--- src/rtl/echo_pkg.sv ---
// Shared definitions for the Echo request-side demarshaller.
package echo_pkg;

  // Method id that decodes to Echo.say.
  localparam logic [15:0] ECHO_SAY_METHOD = 16'h0000;

  // Header word layout: [31:16] method id, [15:0] payload length in words.
  localparam int unsigned METHOD_HI = 31;
  localparam int unsigned METHOD_LO = 16;
  localparam int unsigned LEN_HI    = 15;
  localparam int unsigned LEN_LO    = 0;

  typedef enum logic [1:0] {
    HDR,
    PAYLOAD,
    DISCARD
  } state_t;

endpackage

--- src/rtl/fifo_n.sv ---
// DEPTH x 32 registered FIFO with enq/deq/first and __RDY guards.
// Not transparent: an entry pushed into an empty FIFO appears at first on the next cycle.
module fifo_n #(
  parameter int unsigned DEPTH = 2
) (
  input  logic        CLK,
  input  logic        nRST,
  input  logic        enq__ENA,
  input  logic [31:0] enq_v,
  output logic        enq__RDY,
  input  logic        deq__ENA,
  output logic        deq__RDY,
  output logic [31:0] first
);

  localparam int unsigned AW = $clog2(DEPTH);
  localparam logic [AW:0] FULL_CNT = DEPTH[AW:0];

  logic [31:0]   r_mem [DEPTH];
  logic [AW-1:0] r_wr_ptr;
  logic [AW-1:0] r_rd_ptr;
  logic [AW:0]   r_count;

  logic w_full;
  logic w_push;
  logic w_pop;

  assign w_full   = (r_count == FULL_CNT);
  assign deq__RDY = (r_count != '0);
  // A pop in the same cycle frees a slot, so a full FIFO can still take a push.
  assign enq__RDY = !w_full || deq__ENA;
  assign w_push   = enq__ENA && enq__RDY;
  assign w_pop    = deq__ENA && deq__RDY;
  assign first    = deq__RDY ? r_mem[r_rd_ptr] : 32'h0;

  // Storage write; contents need no reset since r_count gates visibility.
  always_ff @(posedge CLK) begin
    if (w_push) begin
      r_mem[r_wr_ptr] <= enq_v;
    end
  end

  // Pointers and occupancy; DEPTH is a power of 2 so pointers wrap naturally.
  always_ff @(posedge CLK or negedge nRST) begin
    if (!nRST) begin
      r_wr_ptr <= '0;
      r_rd_ptr <= '0;
      r_count  <= '0;
    end else begin
      if (w_push) begin
        r_wr_ptr <= r_wr_ptr + 1'b1;
      end
      if (w_pop) begin
        r_rd_ptr <= r_rd_ptr + 1'b1;
      end
      if (w_push && !w_pop) begin
        r_count <= r_count + 1'b1;
      end else if (w_pop && !w_push) begin
        r_count <= r_count - 1'b1;
      end
    end
  end

endmodule

--- src/rtl/echo_request_input.sv ---
// Parses framed request words from the host pipe and feeds say(v) arguments to Echo.
// Malformed or unknown messages are discarded and counted in err_count.
module echo_request_input
  import echo_pkg::*;
#(
  parameter int unsigned DEPTH      = 2,
  parameter logic [15:0] SAY_METHOD = ECHO_SAY_METHOD,
  parameter int unsigned CNT_W      = 16
) (
  input  logic             CLK,
  input  logic             nRST,
  input  logic             pipe__ENA,
  input  logic [31:0]      pipe_v,
  output logic             pipe__RDY,
  output logic             say__ENA,
  output logic [31:0]      say_v,
  input  logic             say__RDY,
  output logic [CNT_W-1:0] msg_count,
  output logic [CNT_W-1:0] err_count,
  output logic             busy
);

  state_t           r_state;
  logic [15:0]      r_remaining;
  logic [CNT_W-1:0] r_msg_count;
  logic [CNT_W-1:0] r_err_count;

  state_t           w_state_d;
  logic [15:0]      w_remaining_d;
  logic [CNT_W-1:0] w_msg_d;
  logic [CNT_W-1:0] w_err_d;
  logic             w_enq;
  logic             w_enq_rdy;
  logic             w_not_empty;
  logic             w_accept;
  logic [15:0]      w_method;
  logic [15:0]      w_len;

  assign w_method  = pipe_v[METHOD_HI:METHOD_LO];
  assign w_len     = pipe_v[LEN_HI:LEN_LO];
  assign pipe__RDY = (r_state == PAYLOAD) ? w_enq_rdy : 1'b1;
  assign w_accept  = pipe__ENA && pipe__RDY;
  assign say__ENA  = w_not_empty && say__RDY;
  assign busy      = (r_state != HDR) || w_not_empty;
  assign msg_count = r_msg_count;
  assign err_count = r_err_count;

  fifo_n #(
    .DEPTH(DEPTH)
  ) u_fifo (
    .CLK      (CLK),
    .nRST     (nRST),
    .enq__ENA (w_enq),
    .enq_v    (pipe_v),
    .enq__RDY (w_enq_rdy),
    .deq__ENA (say__ENA),
    .deq__RDY (w_not_empty),
    .first    (say_v)
  );

  // Header decode, payload capture, discard countdown and saturating statistics.
  always_comb begin
    w_state_d     = r_state;
    w_remaining_d = r_remaining;
    w_msg_d       = r_msg_count;
    w_err_d       = r_err_count;
    w_enq         = 1'b0;
    unique case (r_state)
      HDR: begin
        if (w_accept) begin
          if (w_method == SAY_METHOD && w_len == 16'd1) begin
            w_state_d = PAYLOAD;
          end else begin
            if (r_err_count != {CNT_W{1'b1}}) begin
              w_err_d = r_err_count + 1'b1;
            end
            // Zero-length messages have nothing to skip; stay and parse the next header.
            if (w_len != 16'd0) begin
              w_state_d     = DISCARD;
              w_remaining_d = w_len;
            end
          end
        end
      end
      PAYLOAD: begin
        if (w_accept) begin
          w_enq     = 1'b1;
          w_state_d = HDR;
          if (r_msg_count != {CNT_W{1'b1}}) begin
            w_msg_d = r_msg_count + 1'b1;
          end
        end
      end
      DISCARD: begin
        if (w_accept) begin
          w_remaining_d = r_remaining - 16'd1;
          if (r_remaining == 16'd1) begin
            w_state_d = HDR;
          end
        end
      end
      default: begin
        w_state_d = HDR;
      end
    endcase
  end

  // State and counter registers; reset drops any partial message.
  always_ff @(posedge CLK or negedge nRST) begin
    if (!nRST) begin
      r_state     <= HDR;
      r_remaining <= '0;
      r_msg_count <= '0;
      r_err_count <= '0;
    end else begin
      r_state     <= w_state_d;
      r_remaining <= w_remaining_d;
      r_msg_count <= w_msg_d;
      r_err_count <= w_err_d;
    end
  end

endmodule

--- config.mk ---
export PLATFORM = sky130hd
export DESIGN_NAME = echo_request_input
export DESIGN_NICKNAME = d
export VERILOG_FILES = /design/src/rtl/echo_pkg.sv /design/src/rtl/fifo_n.sv /design/src/rtl/echo_request_input.sv
export SDC_FILE = /design/constraint.sdc
export NUM_CORES = 1
export LEC_CHECK = 0
export CELL_PAD_IN_SITES_DETAIL_PLACEMENT = 1
export CELL_PAD_IN_SITES_GLOBAL_PLACEMENT = 2
export CORE_MARGIN = 2
export CORE_UTILIZATION = 39
export CTS_BUF_LIST = sky130_fd_sc_hd__clkbuf_8
export CTS_CLUSTER_SIZE = 8
export DETAILED_ROUTE_END_ITERATION = 10
export PLACE_DENSITY = 0.95
export REMOVE_ABC_BUFFERS = 1
export SYNTH_ARGS = -nofsm -noshare
export SYNTH_HDL_FRONTEND = slang
export SYNTH_SLANG_ARGS = --single-unit
--- constraint.sdc ---
create_clock -name CLK -period 8.37 [get_ports CLK]
set_input_delay 1.2555 -clock CLK [delete_from_list [all_inputs] [get_ports CLK]]
set_output_delay 1.2555 -clock CLK [all_outputs]
set_load 0.1 [all_outputs]
## Word-level counts from Yosys, hierarchy flattened

Memory sizes are Yosys's and may differ from the RTL's.
Index checks and enable logic that the tools add are counted.

| storage, ports and cells | value |
|---|---|
| memory bits (read-only) | 0 |
| output and inout port bits | 67 |
| bits in writable memories | 64 |
| input port bits | 36 |
| word-level logic and storage cells | 73 |
| flip-flop bits (word level) | 54 |
| latch bits | 0 |
| memories kept | 1 |

Memory list:

| memory | depth | width | rd ports | clocked after memory_dff | write ports | line | text |
|---|---|---|---|---|---|---|---|
| u_fifo.r_mem | 2 | 32 | 1 | 0 | 1 | fifo_n.sv:19 | `logic [31:0] r_mem [DEPTH];` |

| operators by class | value |
|---|---|
| shift operators | 0 |
| add/subtract/negate cells | 7 |
| bitwise gates (word level) | 1 |
| equality and inequality tests | 14 |
| reductions and logical operators | 23 |
| multiplexer cells | 20 |
| magnitude comparators | 0 |
| divide/modulo/power cells | 0 |
| $mul | 0 |

Operators with widths:

| kind | number |
|---|---|
| 2-to-1 mux 16 bit | 4 |
| adder 16 x 1 -> 16 bit, second input constant | 2 |
| equality test 16 x 1 -> 1 bit, second input constant | 2 |
| 2-to-1 mux 32 bit | 1 |
| inequality test 16 bit, second input constant | 2 |
| case mux 16 bit (2 select lines) | 1 |
| logical NOT 16 bit | 1 |
| 2-to-1 mux 2 bit | 8 |
| nonzero test 16 bit | 1 |
| subtractor 16 x 1 -> 16 bit, second input constant | 1 |
| inequality test 2 bit, second input constant | 6 |
| AND reduction 5 bit | 2 |
| nonzero test 2 bit | 4 |
| logical AND 1 bit | 7 |
| case mux 2 bit (3 select lines) | 1 |
| 2-to-1 mux 1 bit | 5 |
| equality test 2 bit, second input constant | 2 |
| AND reduction 4 bit | 1 |
| logical NOT 1 bit | 3 |
| inequality test 3 bit, second input constant | 1 |
| AND reduction 3 bit | 1 |
| adder 1 bit, second input constant | 2 |
| adder 2 x 1 -> 2 bit, second input constant | 1 |
| equality test 2 x 1 -> 1 bit, second input constant | 1 |
| other kinds (4) | 5 |

## Logic depth before layout (Yosys ltp)

| logic depth | value |
|---|---|
| depth after elaboration | 12 |
| mapped depth | 8 |
| mapped depth without buffers | 7 |

## Modules after synthesis

A second synthesis with hierarchy kept.

| second synthesis, totals | value |
|---|---|
| cell total of the unflattened synthesis | 467 |
| area, all modules | 5544.1 µm² |

Modules (own cells, without submodules):

| module | seq. area each (µm²) | cells an instance | area an instance (µm²) | instances |
|---|---|---|---|---|
| echo_request_input | 1251.2 | 313 | 2939.1 | 1 |
| fifo_n | 2021.9 | 154 | 2605.0 | 1 |

## Worst setup path after synthesis

Ideal clock, no wire load.

| timing | value |
|---|---|
| path type | flip-flop to output port |
| start | register u_fifo.r_rd_ptr |
| end | output say_v[10] |
| required time | 7.115 ns |
| stages on the path, launching flop included | 5 |
| setup slack | 4.696 ns |
| path buffers | 2 |
| data arrival time | 2.419 ns |
| cell sequence | dfrtp_1 -> clkbuf_1 -> clkbuf_1 -> mux2i_1 -> nor2_1 |

| between the ends | value |
|---|---|
| longest elaborated chain between the ends | 2 |

RTL lines:

| item | line | text |
|---|---|---|
| start: declaration | fifo_n.sv:21 | `logic [AW-1:0] r_rd_ptr;` |
| start signal: assignment | fifo_n.sv:54 | `r_rd_ptr <= r_rd_ptr + 1'b1;` |
| memory (2 x 32 bit) | - |  |
| 2-to-1 mux 32 bit | fifo_n.sv:34 | `assign first = deq__RDY ? r_mem[r_rd_ptr] : 32'h0;` |
| end: declaration | echo_request_input.sv:16 | `output logic [31:0] say_v,` |

Every way passes these cells.

## Worst setup path after layout

| timing | value |
|---|---|
| start | input say__RDY |
| end | output say__ENA |

| between the ends | value |
|---|---|
| longest elaborated chain between the ends | 1 |

RTL lines:

| item | line | text |
|---|---|---|
| start: declaration | echo_request_input.sv:17 | `input logic say__RDY,` |
| logical AND 1 bit | echo_request_input.sv:43 | `assign say__ENA = w_not_empty && say__RDY;` |
| end: declaration | echo_request_input.sv:15 | `output logic say__ENA,` |

Every way passes these cells.

==> flow_summary.json <==
{
  "yosys.area_share.simple_pct": 16.5,
  "start_util_pct": 39.9,
  "cp.depth": 4,
  "synth_edf_count": 64,
  "critPathSlowestCell": "clkdlybuf4s50_1",
  "grt_max_degree": 55,
  "setup_viol": 0,
  "cp_top_family": "buffers and inverters",
  "hpwl_um": 9260,
  "hold_viol": 0,
  "cts-root-buf": "clkbuf_8",
  "diodes": 0,
  "crit_path_max_fanout": 3,
  "finalMaxSlewViolations": 0,
  "ys_seq_area_share_pct": 59.4,
  "numCtsBuffers": 17,
  "path_cells": "clkdlybuf4s50_1 -> o21ai_0 -> inv_1 -> clkdlybuf4s50_1",
  "powerDensity_nw_per_um2": 185,
  "detail_route.first_pass.iterations": 4,
  "synthArstFlopShare_pct": 45.8,
  "synthAdderAreaFrac_pct": 1.14,
  "grt_pass1_vias": 4382,
  "ff2ff_setup_slack_ns": 6.00,
  "synth_warnings": 0,
  "track_usage_pct": 18.9,
  "dieWidth_um": 123,
  "finalCoreUtilization_pct": 51.4,
  "critical_path_buf_inv_count": 3,
  "tightest_slew_ns": 1.02,
  "final_common_cell": "clkdlybuf4s50_1",
  "mostFrequentLayoutCells": "101 x clkdlybuf4s50_1, 64 x edfxtp_1, 53 x dfrtp_1",
  "clockBufferDepth": 2,
  "multiInputGateArea_um2": 2110,
  "synth_flop_cell": "edfxtp_1",
  "viasPerCell": 5.38,
  "grt_pass1_wl_um": 22000,
  "fin_crit_sh_pct": 53.6,
  "postLayoutCellArea_um2": 7110,
  "worstSetupStartpoint": "say__RDY",
  "fp.dieArea_um2": 15100,
  "cp.arrival_ns": 3.23,
  "ys_seq_elements": 118,
  "status": "finished clean",
  "syn2layout_area_growth_pct": 29.0,
  "port_buffers": 102,
  "cts-resized-gates": 0,
  "critPathMostFrequentCell": "clkdlybuf4s50_1",
  "clkTransAtPathRegs_ns": 0.07,
  "synth_xor_xnor_area_share_pct": 5.56,
  "cts_tree": "done",
  "r2r_end": "err_count[1]$_DFFE_PN0P_",
  "clock_sinks": 118,
  "tns_ns": 0,
  "rows": 43,
  "rsz0062_at_grt": "no",
  "routedWlPerCell_um": 18.1,
  "max_stage_delay_ns": 1.14,
  "drive_above_1_share_pct": 10.2,
  "ys_types": 60,
  "holdBufCountCts": 0,
  "grt-ovfl-total": 0,
  "synth-compound-area-share_pct": 8.42,
  "drt_wl_total_um": 13600,
  "crit_path_start_kind": "primary input",
  "max_freq_mhz": 223,
  "fillers": 1427,
  "muxShareOfSynthArea_pct": 6.40,
  "h-tree-depth": 4,
  "drtIter0Drc": 187,
  "synth_top_family_by_area": "simple AND/OR/NAND/NOR gates",
  "post_dp_cell_area_um2": 6690,
  "syn-mean-instance-area_um2": 12.2,
  "r2r.worst_path.cells": 5,
  "core-area_um2": 13800,
  "worst_ir_drop_vdd_mv": 0.0748,
  "critPathCaptureType": "primary output",
  "whs_endpoint": "msg_count[11]$_DFFE_PN0P_",
  "post_cts_buffers": 0,
  "antenna_found_initial": 0,
  "io-pin-count": 103,
  "period_minus_slack_ns": 4.49,
  "crit_type": "primary input to primary output",
  "worstHoldStart": "msg_count[11]$_DFFE_PN0P_",
  "hold_class": "flip-flop to flip-flop",
  "ff_latch_area_um2": 3270,
  "r2r-start": "r_state[0]$_DFFE_PN0P_",
  "final_nets": 599,
  "post-route-drc-count": 0,
  "vias": 4039,
  "die_y_um": 123,
  "synth_area_um2": 5510,
  "insertion_delay_ns": 0.43,
  "slew_headroom_pct": 32.3,
  "syn_inst": 453,
  "postRouteAntennaNets": 0,
  "crit_required_ns": 7.11,
  "place_congestion": 0.847,
  "leakage_nw": 2.57,
  "maxCapViolations": 0,
  "whs_path_depth": 1,
  "fin_skew_ns": 0.0105
}
[logic make-up (layout without fill, tap and decap cells)]
family	Yosys count	in the layout
DFF	118	118
muxes	35	35
adders and majority gates	5	5
AOI/OAI and AO/OA	67	67
xor gates and xnor gates	35	35
and+or+nand+nor	162	162
buffers and inverters	31	149
[metal layers]
metal / GRT usage (%) / vias to the layer above / share of wire [%]
met5: 0 / - / 0
met4: 6.18 / 0 / 1.1
met3: 4.74 / 13 / 4.8
met2: 32.2 / 106 / 50
met1: 23.5 / 2030 / 44
li1: - / 1890 / -
[where the power goes]
part	internal (mW)	total, mW	switching [mW]
Clock	0.295	0.537	0.242
Sequential	0.634	0.662	0.0288
Combinational	0.0485	0.113	0.0646
[sequential cells by signal, summed over array words and instances (netlist names)]
signal,count
u_fifo.r_mem,64
err_count,16
msg_count,16
r_remaining,16
r_state,2
u_fifo.r_count,2
u_fifo.r_rd_ptr,1
u_fifo.r_wr_ptr,1
[synth_stat cells (all sizes together) (6+ instances only)]
master  instances  share of area, %
edfxtp         64                35
dfrtp          54                25
nor2           53               3.7
mux2i          33               6.0
xnor2          28               4.5
a21oi          18               1.6
nand4          17               2.2
o21ai          15               1.6
clkbuf         14              0.95
nand2          14              0.95
nand3          13               1.5
nor3           13               1.2
and3           12               1.4
nor4           12               2.0
inv            11              0.75
o22ai           7              0.79
xor2            7               1.1
buf             6              0.86
[metrics by stage]
step           total power, mW  hold slack [ns]  cells  setup WS (ns)
6_report                  1.31            0.497    751           3.88
5_1_grt                   1.37            0.521    751           3.80
4_1_cts                   1.33            0.500    751           3.85
3_5_place_dp             0.786            0.482    719           3.90
3_3_place_gp             0.779            0.477    719           3.88
2_1_floorplan            0.729            0.457    433           4.40
[cell type report]
type | instances | area share, %
clock inverters | 15 | 2.54
inverters | 11 | 0.581
multi-input cells | 304 | 29.6
well taps | 180 | 3.17
repair buffers | 106 | 14.7
flip-flops and latches | 118 | 46.1
clock buffers | 17 | 3.29
[how the worst max path moves through the flow]
| stage | to | slack (ns) |
|---|---|---|
| after detailed placement | say__ENA | 3.90 |
| after global placement | say__ENA | 3.88 |
| after CTS | say__ENA | 3.85 |
| after global routing | say__ENA | 3.80 |
| after floorplan | say_v[0] | 4.40 |
| final | say__ENA | 3.88 |
(Power assumes the default switching activity.)
